`config.mk`:
```
export PLATFORM = sky130hd
export DESIGN_NAME = song_rater
export DESIGN_NICKNAME = d
export VERILOG_FILES = /design/src/rtl/song_rater_pkg.sv /design/src/rtl/rater_divider.sv /design/src/rtl/song_rater.sv
export SDC_FILE = /design/constraint.sdc
export NUM_CORES = 1
export LEC_CHECK = 0
export CAP_MARGIN = 10
export CORE_MARGIN = 4
export CORE_UTILIZATION = 45
export CTS_CLUSTER_SIZE = 8
export DETAILED_ROUTE_END_ITERATION = 12
export GPL_ROUTABILITY_DRIVEN = 0
export SYNTH_ARGS = -nofsm -noshare
export SYNTH_HDL_FRONTEND = slang
export SYNTH_SLANG_ARGS = --single-unit
```
`constraint.sdc`:
```
create_clock -name clk -period 2.94 [get_ports clk]
set_input_delay 0.588 -clock clk [delete_from_list [all_inputs] [get_ports clk]]
set_output_delay 0.588 -clock clk [all_outputs]
set_load 0.03 [all_outputs]
```
`src/rtl/song_rater_pkg.sv`:
```
// Shared constants for the learn-mode song rater: global mode encodings,
// note encoding, grading scale and the rater's FSM states.
package song_rater_pkg;

    localparam logic [1:0] MODE_IDLE     = 2'd0;
    localparam logic [1:0] MODE_LEARN    = 2'd1;
    localparam logic [1:0] MODE_EVALUATE = 2'd2;
    localparam logic [1:0] MODE_FREE     = 2'd3;

    localparam logic [2:0] NOTE_NONE = 3'd0;

    localparam int GRADE_MAX = 10;
    localparam int GRADE_W   = 4;

    typedef enum logic [2:0] {
        S_IDLE,
        S_PLAY,
        S_CALC1,
        S_CALC2,
        S_DONE
    } rater_state_e;

endpackage

```
`src/rtl/rater_divider.sv`:
```
// Unsigned restoring divider: one load cycle, then one quotient bit per cycle.
// done and quotient reflect the final iteration during the cycle it completes.
module rater_divider
    import song_rater_pkg::*;
#(
    parameter int CNT_W = 8
) (
    input  logic                 clk,
    input  logic                 reset,
    input  logic                 start,
    input  logic [CNT_W+3:0]     dividend,
    input  logic [CNT_W-1:0]     divisor,
    output logic [GRADE_W-1:0]   quotient,
    output logic                 done,
    output logic                 busy
);

    localparam int NUM_W  = CNT_W + 4;
    localparam int STEP_W = $clog2(NUM_W + 1);

    logic [CNT_W-1:0]  rem;
    logic [NUM_W-1:0]  quo;
    logic [CNT_W-1:0]  dvs;
    logic [STEP_W-1:0] steps;
    logic              running;

    logic [CNT_W:0]    trial;
    logic              fits;
    logic [CNT_W-1:0]  rem_next;
    logic [NUM_W-1:0]  quo_next;

    // Low bits of the subtraction are exact because the result is below dvs.
    always_comb begin
        trial    = {rem, quo[NUM_W-1]};
        fits     = (trial >= {1'b0, dvs});
        rem_next = fits ? (trial[CNT_W-1:0] - dvs) : trial[CNT_W-1:0];
        quo_next = {quo[NUM_W-2:0], fits};
        done     = running && (steps == STEP_W'(1));
        quotient = quo_next[GRADE_W-1:0];
        busy     = running;
    end

    always_ff @(posedge clk) begin
        if (reset) begin
            rem     <= '0;
            quo     <= '0;
            dvs     <= '0;
            steps   <= '0;
            running <= 1'b0;
        end else if (running) begin
            rem   <= rem_next;
            quo   <= quo_next;
            steps <= steps - STEP_W'(1);
            if (steps == STEP_W'(1)) begin
                running <= 1'b0;
            end
        end else if (start) begin
            rem     <= '0;
            quo     <= dividend;
            dvs     <= divisor;
            steps   <= STEP_W'(NUM_W);
            running <= 1'b1;
        end
    end

endmodule

```
`src/rtl/song_rater.sv`:
```
// Scores one learn-mode play session: counts hits and the best streak while
// playing, then grades both against the judged-note total with a shared divider.
module song_rater #(
    parameter int CNT_W     = 8,
    parameter int GRADE_MAX = song_rater_pkg::GRADE_MAX
) (
    input  logic                               clk,
    input  logic                               reset,
    input  logic [1:0]                         state,
    input  logic                               start,
    input  logic                               note_strobe,
    input  logic [2:0]                         expected_note,
    input  logic [2:0]                         played_note,
    input  logic                               song_end,
    output logic [song_rater_pkg::GRADE_W-1:0] rating1,
    output logic [song_rater_pkg::GRADE_W-1:0] rating2,
    output logic                               rating_valid,
    output logic                               busy,
    output logic [CNT_W-1:0]                   hit_count,
    output logic [CNT_W-1:0]                   total_count
);

    import song_rater_pkg::*;

    localparam int               NUM_W   = CNT_W + 4;
    localparam logic [CNT_W-1:0] CNT_MAX = '1;

    rater_state_e fsm, fsm_next;

    logic [CNT_W-1:0]   streak;
    logic [CNT_W-1:0]   best;
    logic [GRADE_W-1:0] grade1;

    logic               active;
    logic               judge;
    logic               is_match;
    logic               clear_counts;
    logic [CNT_W-1:0]   total_next;
    logic [CNT_W-1:0]   streak_inc;

    logic               div_start;
    logic               div_done;
    logic               div_busy;
    logic [NUM_W-1:0]   div_dividend;
    logic [GRADE_W-1:0] div_quotient;

    // A restart takes priority over a strobe arriving in the same cycle;
    // total_next lets song_end see a note counted in its own cycle.
    always_comb begin
        active       = (state == MODE_LEARN);
        clear_counts = active && start && ((fsm == S_IDLE) || (fsm == S_PLAY));
        judge        = (fsm == S_PLAY) && active && !start && note_strobe
                       && (expected_note != NOTE_NONE) && (total_count != CNT_MAX);
        is_match     = (played_note == expected_note);
        total_next   = judge ? total_count + CNT_W'(1) : total_count;
        streak_inc   = streak + CNT_W'(1);
        div_dividend = (fsm == S_CALC2) ? NUM_W'(best) * NUM_W'(GRADE_MAX)
                                        : NUM_W'(hit_count) * NUM_W'(GRADE_MAX);
    end

    always_ff @(posedge clk) begin
        if (reset) begin
            fsm <= S_IDLE;
        end else begin
            fsm <= fsm_next;
        end
    end

    always_comb begin
        fsm_next = fsm;
        case (fsm)
            S_IDLE: begin
                if (active && start) fsm_next = S_PLAY;
            end
            S_PLAY: begin
                if (!active)        fsm_next = S_IDLE;
                else if (start)     fsm_next = S_PLAY;
                else if (song_end)  fsm_next = (total_next != '0) ? S_CALC1 : S_DONE;
            end
            S_CALC1: begin
                if (div_done) fsm_next = S_CALC2;
            end
            S_CALC2: begin
                if (div_done) fsm_next = S_DONE;
            end
            S_DONE:  fsm_next = S_IDLE;
            default: fsm_next = S_IDLE;
        endcase
    end

    always_comb begin
        busy         = 1'b0;
        rating_valid = 1'b0;
        div_start    = 1'b0;
        case (fsm)
            S_PLAY: busy = 1'b1;
            S_CALC1, S_CALC2: begin
                busy      = 1'b1;
                div_start = !div_busy;
            end
            S_DONE:  rating_valid = 1'b1;
            default: ;
        endcase
    end

    // Ratings change only on the edge entering DONE, so they hold across aborts.
    always_ff @(posedge clk) begin
        if (reset) begin
            hit_count   <= '0;
            total_count <= '0;
            streak      <= '0;
            best        <= '0;
            grade1      <= '0;
            rating1     <= '0;
            rating2     <= '0;
        end else begin
            if (clear_counts) begin
                hit_count   <= '0;
                total_count <= '0;
                streak      <= '0;
                best        <= '0;
            end else if (judge) begin
                total_count <= total_next;
                if (is_match) begin
                    hit_count <= hit_count + CNT_W'(1);
                    streak    <= streak_inc;
                    if (streak_inc > best) best <= streak_inc;
                end else begin
                    streak <= '0;
                end
            end

            if ((fsm == S_CALC1) && div_done) begin
                grade1 <= div_quotient;
            end

            if ((fsm == S_PLAY) && (fsm_next == S_DONE)) begin
                rating1 <= '0;
                rating2 <= '0;
            end else if ((fsm == S_CALC2) && div_done) begin
                rating1 <= grade1;
                rating2 <= div_quotient;
            end
        end
    end

    rater_divider #(
        .CNT_W(CNT_W)
    ) u_divider (
        .clk     (clk),
        .reset   (reset),
        .start   (div_start),
        .dividend(div_dividend),
        .divisor (total_count),
        .quotient(div_quotient),
        .done    (div_done),
        .busy    (div_busy)
    );

endmodule

```
# Word-level counts from Yosys, hierarchy flattened
# Index checks and enable logic that the tools add are counted.
[op_classes] addsub=5 multipliers=2 magnitude_cmp=2 eq_ne=9 mux=24 n_bitwise=1 reduce_logical=25
[op_table] operator="$mux 8" count=5
[op_table] operator="$mux 12" count=3
[op_table] operator="$add 8x1->8 const B" count=3
[op_table] operator="$mul 8x3->11 const B" count=2
[op_table] operator="$mux 3" count=7
[op_table] operator="$pmux 3 s4" count=1
[op_table] operator="$logic_and 1x1->1" count=11
[op_table] operator="$ge 9x8->1" count=1
[op_table] operator="$gt 8x8->1" count=1
[op_table] operator="$mux 4" count=2
[op_table] operator="$ne 8x8->1 const B" count=1
[op_table] operator="$reduce_bool 8->1" count=1
[op_table] operator="$sub 8x8->8" count=1
[op_table] operator="$eq 3x2->1 const B" count=2
[op_table] operator="$eq 3x3->1 const B" count=2
[op_table] operator="$mux 1" count=6
[op_table] operator="$reduce_or 2->1" count=3
[op_table] operator="$eq 4x1->1 const B" count=1
[op_table] operator="$reduce_and 2->1" count=2
[op_table] operator="$sub 4x1->4 const B" count=1
[op_table] operator="$eq 3x1->1 const B" count=1
[op_table] operator="$eq 3x3->1" count=1
[op_table] operator="$logic_not 3->1" count=1
[op_table] operator="$reduce_and 3->1" count=1
[op_table] operator="other kinds (7)" count=8
[totals] regBits=80 in_bits=13 out_inout_bits=26 word_cells=81

# Logic depth before layout (Yosys ltp)
# Gate-level depths: netlist of run 1.
[depth] ltp_word=16 depth_mapped=9

# Modules after synthesis
# From an unflattened synthesis of run 1, not the netlist that was laid out.
[unflattened] cells_unflattened=616 hier_area_um2=5165.0
[by_module_without_submodules] mod="song_rater" instances=1 cells_each=396 area_each_um2=3348.2 seq_area_each_um2=940.9
[by_module_without_submodules] mod="rater_divider" instances=1 cells_each=220 area_each_um2=1816.7 seq_area_each_um2=660.6

# Worst setup path after synthesis of run 1
# Ideal clock, no wire load.
[synth_timing] path_kind="register -> register" from="register hit_count[3]" to="register u_divider.quo[10]" setup_ns=0.101 t_arrival_ns=2.505 required_time_ns=2.839 slack_ns=0.334 path_stages_with_launch=10 synth_period_minus_slack_ns=2.606 path_cell_list="dfxtp_1 ha_1 ha_1 fa_1 a21o_1 a21oi_1 nor2b_1 nor4b_1 a2111oi_0 o41ai_1"
[synth_between] elab_chain_cells=4
[synth_rtl] element="from (decl)" line_no="song_rater.sv:19" rtl="output logic [CNT_W-1:0] hit_count,"
[synth_rtl] element="from (signal assigned)" line_no="song_rater.sv:125" rtl="hit_count <= hit_count + CNT_W'(1);"
[synth_rtl] element="$mul 8x3->11" line_no="song_rater.sv:58" rtl=": NUM_W'(hit_count) * NUM_W'(GRADE_MAX);"
[synth_rtl] element="$mux 12" line_no="song_rater.sv:57" rtl="div_dividend = (fsm == S_CALC2) ? NUM_W'(best) * NUM_W'(GRADE_MAX)"
[synth_rtl] element="$mux 12" line_no="rater_divider.sv:57" rtl="end else if (start) begin"
[synth_rtl] element="$mux 12" line_no="rater_divider.sv:50" rtl="end else if (running) begin"
[synth_rtl] element="to (signal assigned)" line_no="rater_divider.sv:52" rtl="quo <= quo_next;"
[synth_rtl] element="to (signal assigned)" line_no="rater_divider.sv:59" rtl="quo <= dividend;"
[synth_rtl] element="to (decl)" line_no="rater_divider.sv:22" rtl="logic [NUM_W-1:0] quo;"
# Every way passes these cells. The select of a mux whose other input is x is not followed.
# A chain may end at the register's enable or synchronous reset.

# Worst setup path after layout of run 1
[layout_timing] from="register hit_count[1]" to="register u_divider.quo[10]"
# The elaborated chain is that of the path after synthesis.

==> results of run 1 <==
## cell usage in the layout, fill, tap and decap left out, types with 2 or more instances in the layout
cell type        count
a21oi_1             43
nor3b_1              3
nand3b_1             2
nor3_1              14
xor2_1              12
nand2_1             84
ha_1                45
clkbuf_8             9
a32o_1               2
and3b_1              2
xnor2_1             19
dfxtp_1             80
o31a_1               2
a21o_1              11
nor2b_1              9
nor2_1              66
o21a_1               7
o21ai_0             21
o31ai_1              2
clkinv_2             2
a311oi_1             2
and3_1               9
clkdlybuf4s50_1     38
o22ai_1              4
a41oi_1              3
nor4b_1              3
buf_4               21
bufinv_16            3
nand3_1             17
nand4_1             10
nand2b_1             9
or3_1                3
mux2i_1             27
mux2_2               5
o211ai_1             4
inv_1               23
fa_1                 3
a211oi_1            10
## metal layers
layer	global-route usage, %	vias to the layer above
met5	0	-
met4	7.85	0
li1	-	2229
met3	2.73	16
met1	26.6	1984
met2	32.0	77
## sequential cells by signal, indices dropped and copies added (netlist names)
name             flops
grade1               4
u_divider.rem        8
u_divider.steps      4
fsm                  3
streak               8
rating1              4
hit_count            8
u_divider.quo       12
rating2              4
best                 8
u_divider.dvs        8
u_divider.busy       1
total_count          8
## power breakdown
group | internal [mW] | switching [mW]
Combinational | 0.0350 | 0.0497
Sequential | 1.08 | 0.00153
Clock | 0.562 | 0.426
Total | 1.68 | 0.477
## final timing paths
kind,slack [ns],to,start,cells past startpoint
hold / removal,0.46,u_divider.dvs[4],u_divider.dvs[4],2
setup / recovery,0.27,u_divider.quo[10],hit_count[1],10
hold reg to reg,0.46,u_divider.dvs[4],u_divider.dvs[4],2
setup reg to reg,0.27,u_divider.quo[10],hit_count[1],10
## cells by family (layout without fill, tap and decap cells)
group | count (synthesis) | in the layout | share of synthesized area, %
AO/OA/AOI/OAI | 125 | 125 | 16.5
XOR/XNOR | 31 | 31 | 5.46
adder cells (fa/ha/maj) | 48 | 48 | 12.5
buffers and inverters | 48 | 99 | 3.65
flip-flops | 80 | 80 | 32.2
multiplexers | 32 | 32 | 6.56
AND/OR/NAND/NOR | 239 | 239 | 23.1
## worst min-delay path, delay by kind of cell (launching register included)
kind	cells	cell delay [ns]
DFF	1	0.31
and+or+nand+nor	1	0.05
AOI/OAI and AO/OA	1	0.05
## area by class of cell
type / instances / area, µm²
fill: 1056 / 5010
clock inverter: 6 / 108
clock buffer: 10 / 128
sequential: 80 / 1600
timing repair buffer: 59 / 538
inverter: 24 / 90.1
tap: 140 / 175
multi-input combinational: 475 / 3190
## metrics by stage
step	std cells	setup WS, ns	utilization, %	hold slack (ns)
floorplan	603	0.334	-	0.432
global placement	778	0.0550	51.6	0.446
detailed placement	778	-0.0227	51.6	0.450
CTS	794	0.299	53.8	0.461
global route	794	0.0882	53.8	0.486
finish	794	0.274	53.8	0.458
==> impl_metrics.toml, run 1 <==
[critical_path]
crit_buf_inv = 1
crit_arrival_ns = 2.93
path_cells = "ha_1 -> ha_1 -> fa_1 -> a21o_1 -> a21oi_1 -> nor2b_1 -> nor4b_1 -> a2111oi_0 -> buf_4 -> o41ai_1"
slowest_stage = "fa_1"
crit_fanout = 2
cp_slowest_stage_delay_ns = 0.41
start_kind = "flop"
cp.required_ns = 3.21
cpMostUsedCell = "ha_1"
endpoint_kind = "flop"
critPathKind = "reg -> reg"
crit_family = "adder cells"

[logic_synthesis]
synth_fp_nets = 664
yosysTopAreaCell = "dfxtp_1"
ys_warn_count = 0
ys_seq_area_share_pct = 32.2
synth.area.top_cells = "dfxtp_1, ha_1, nand2_1, mux2i_1, nor2_1"
yosys_register_bits = 80
synth.top_cells.by_count = "nand2_1, dfxtp_1, nor2_1"
yosysMostFrequentCell = "nand2_1"
async_flop_share_pct = 0
synth_edf_count = 0
synth_cell_types = 59
syn_avg_cell_area_um2 = 8.25
synth_flop_cell = "dfxtp_1"
syn_inst = 603
synth_top_area_share_pct = 32.2
synth_area_um2 = 4970

[clock_network]
clk_pin_slew_ns = 0.08
cts_root_buf = "clkbuf_8"
cts-htree-levels = 3
cts-buffers-inserted = 9
worstSkewPairLatency_ns = 0.37
cts_tree = "built"
cts_sinks = 80
postCtsSetupRepairBufs = 0
cts_resized = 0
hold_buffers = 0
clockBufferDepth = 2

[placed_design]
dpl-instance-area_um2 = 5600
hpwl_mm = 8.94
io_buffers = 38

[job]
cap_violations = 0

[floorplanning]
rows = 38
ios = 39
die_w_um = 113
start_util_pct = 45.9
dieArea_um2 = 12800
core_area_um2 = 10800
fp.dieH_um = 113

[final_layout]
fin_area_um2 = 5830
fin_nets = 710
drive_gt1_share_pct = 7.19
area_growth_syn_to_layout_pct = 17.2
antenna_cells = 0

[routing]
wl_per_cell_um = 15.1
via_per_inst = 5.42
ant_nets = 0
dr_wl_met2_mm = 5.53
drt-pass1-iter-count = 5
via_count = 4306
top_layer = "met4"
drc_errors = 0
drt_iter0_drc = 282
met3_length_um = 391
wl_met1_mm = 5.85
routed_wl_mm = 12.0

[power]
vdd_drop_max_mv = 0.190
power_mw = 2.16
power.density_nw_per_um2 = 370
power.leakage_nw = 2.33

[global_routing]
grt-ovfl-total = 0
grt_usage_pct = 19.7
antenna_found_initial = 0
grt_max_degree = 37
grt_pass1_vias = 4179
grt_pass1_wl_mm = 20.6

[sta]
setup_viol_count_final = 0
drv_slew = 0
finalHoldViolCount = 0
fin_setup_tns_ns = 0
tightest_slew_ns = 1.01
worst_slew_margin_rel_pct = 32.1
fmax_ghz = 0.375
finalClockSkew_ns = 0.00735
fin_crit_ns = 2.67
period_share_pct = 90.7
rsz0062_at_grt = "no"

[hold_path]
hold_class = "reg -> reg"

[status]
status = "completed"
(Power assumes the default switching activity.)
==> run 2: changes to the inputs <==
SKIP_LAST_GASP = 1   (was unset)
TNS_END_PERCENT = 20   (was unset)
==> results of run 2 <==
Final layout, timing and power as in run 1 (identical DEF).
==> run 3: changes to the inputs <==
PLACE_DENSITY_LB_ADDON = 0.25   (was unset)
==> run 3 against run 2 <==
Critical path type unchanged; die area stayed put; fmax is 0.97% lower; worst setup slack worse by 0.026 ns; critical endpoint unchanged.
==> impl_metrics.toml, run 3 (synthesized netlist as in run 1, its figures left out) <==
[power]
p_sw_share_pct = 23.6
seqPwrFrac_pct = 54.0
pwr-share-comb_pct = 4.2
vdd_drop_max_mv = 0.314
power.leakage_nw = 2.31
pwr-share-clk_pct = 41.8
intPower_mw = 1.54
power.switching_mw = 0.474
power.density_nw_per_um2 = 347

[sta]
drv_slew = 0
tightest_slew_ns = 1.15
fin_setup_tns_ns = 0
worst_slew_margin_rel_pct = 23.4
hold_ws_ns = 0.458
finalHoldViolCount = 0
fmax_ghz = 0.371
finalClockSkew_ns = 0.0157
period_share_pct = 91.6
fin_crit_ns = 2.69
rsz0062_at_grt = "no"
setup_viol_count_final = 0
fin_ws_ns = 0.248

[clock_network]
cts-htree-levels = 3
cts-buffers-inserted = 9
clk_pin_slew_ns = 0.08
cts_root_buf = "clkbuf_8"
cts_resized = 0
cts_sinks = 80
cts_tree = "built"
worstSkewPairLatency_ns = 0.37
postCtsSetupRepairBufs = 0
hold_buffers = 0
clockBufferDepth = 2

[critical_path]
crit_family = "adder cells"
cp_slowest_stage_delay_ns = 0.49
endpoint_kind = "flop"
crit_start = "hit_count[2]"
reg2reg_depth = 9
rrSetupSlack_ns = 0.25
path_cells = "ha_1 -> fa_1 -> a21o_1 -> a21oi_1 -> nor2b_1 -> nor4b_1 -> a2111oi_0 -> buf_4 -> o41ai_1"
slowest_stage = "dfxtp_1"
crit_buf_inv = 1
crit_fanout = 7
crit_arrival_ns = 2.96
cp.required_ns = 3.21
critPathKind = "reg -> reg"
start_kind = "flop"
r2r_start = "hit_count[2]"
r2r-end = "u_divider.quo[10]"

[floorplanning]
fp.dieH_um = 113
die_w_um = 113
rows = 38
start_util_pct = 45.9
dieArea_um2 = 12800
ios = 39
core_area_um2 = 10800

[final_layout]
drive_gt1_share_pct = 7.06
stdcell_count = 792
final_common_cell = "nand2_1"
area_growth_syn_to_layout_pct = 16.3
antenna_cells = 0
final_cell_mix = "nand2_1, dfxtp_1, nor2_1"
nFillCells = 1045
fin_nets = 708
top_register = "u_divider.quo"
largest_reg_flops = 12

[routing]
wl_per_cell_um = 14.7
drt_iter0_drc = 234
drt-pass1-iter-count = 5
via_per_inst = 5.44
ant_nets = 0
drc_errors = 0
routed_wl_mm = 11.6
via_count = 4308

[hold_path]
holdPathStages = 2
min_to = "rating1[2]"
hold_class = "reg -> reg"
hold_start = "rating1[2]"

[global_routing]
grt-busiest-layer = "met2"
antenna_found_initial = 0
grt-ovfl-total = 0
grt_pass1_vias = 4240
grt_max_degree = 37
grt_usage_pct = 19.0
grtUsageMet1_pct = 24.5
grtUsageMet3_pct = 3.80
grt_use_met2_pct = 31.9
grt_pass1_wl_mm = 20.0

[job]
cap_violations = 0

[placed_design]
hpwl_mm = 8.84
io_buffers = 38
placedCellCount = 776
dp_slack_ns = 0.00497

[status]
status = "completed"
run 3: cell types whose count changed in the layout (fill, tap and decap cells not counted), sizes merged:
cell / before / now
buf: 21 / 19
bufinv: 3 / 1
clkinvlp: 1 / 0
inv: 23 / 24
clkinv: 3 / 5
run 3: layer usage:
layer	vias to the layer above	routed length [µm]
li1	2220	-
met1	1997	5480
met2	82	5570
met3	9	428
met4	0	154
met5	-	0
run 3: worst max path at each step:
stage,slack [ns],cells past startpoint,endpoint
global route,0.12,9,u_divider.quo[10]
finish,0.25,9,u_divider.quo[10]
floorplan,0.33,9,u_divider.quo[10]
CTS,0.27,9,u_divider.quo[10]
detailed placement,0.005,7,rating2[0]
global placement,0.06,7,rating2[0]
run 3: stage by stage:
stage / utilization (%) / power [mW] / cell area, µm²
after floorplan: - / 1.16 / 4970
after detailed placement: 51.5 / 1.20 / 5580
after global routing: 53.4 / 2.08 / 5790
after CTS: 53.4 / 2.03 / 5790
after global placement: 51.5 / 1.19 / 5580
final: 53.4 / 2.01 / 5790
run 3: final cells by class:
type / count / area (µm²) / share of cell area [%]
Multi-Input combinational cell: 475 / 3190 / 55.2
Timing Repair Buffer: 57 / 523 / 9.04
Tap cell: 140 / 175 / 3.03
Inverter: 24 / 90.1 / 1.56
Clock inverter: 6 / 66.3 / 1.15
Sequential cell: 80 / 1600 / 27.7
Clock buffer: 10 / 138 / 2.38
run 3: tightest hold or removal path: cells and delay by family (launching register included):
kind / cells / cell delay [ns]
DFF: 1 / 0.32
and+or+nand+nor: 1 / 0.05
AOI/OAI and AO/OA: 1 / 0.05
run 3: power by group through the flow:
stage / logic [mW] / registers, mW / clock network [mW]
6_report: 0.0843 / 1.09 / 0.840
5_1_grt: 0.0923 / 1.09 / 0.906
4_1_cts: 0.0850 / 1.09 / 0.860
3_5_place_dp: 0.0846 / 1.11 / 0
3_3_place_gp: 0.0823 / 1.11 / 0
2_1_floorplan: 0.0450 / 1.11 / 0
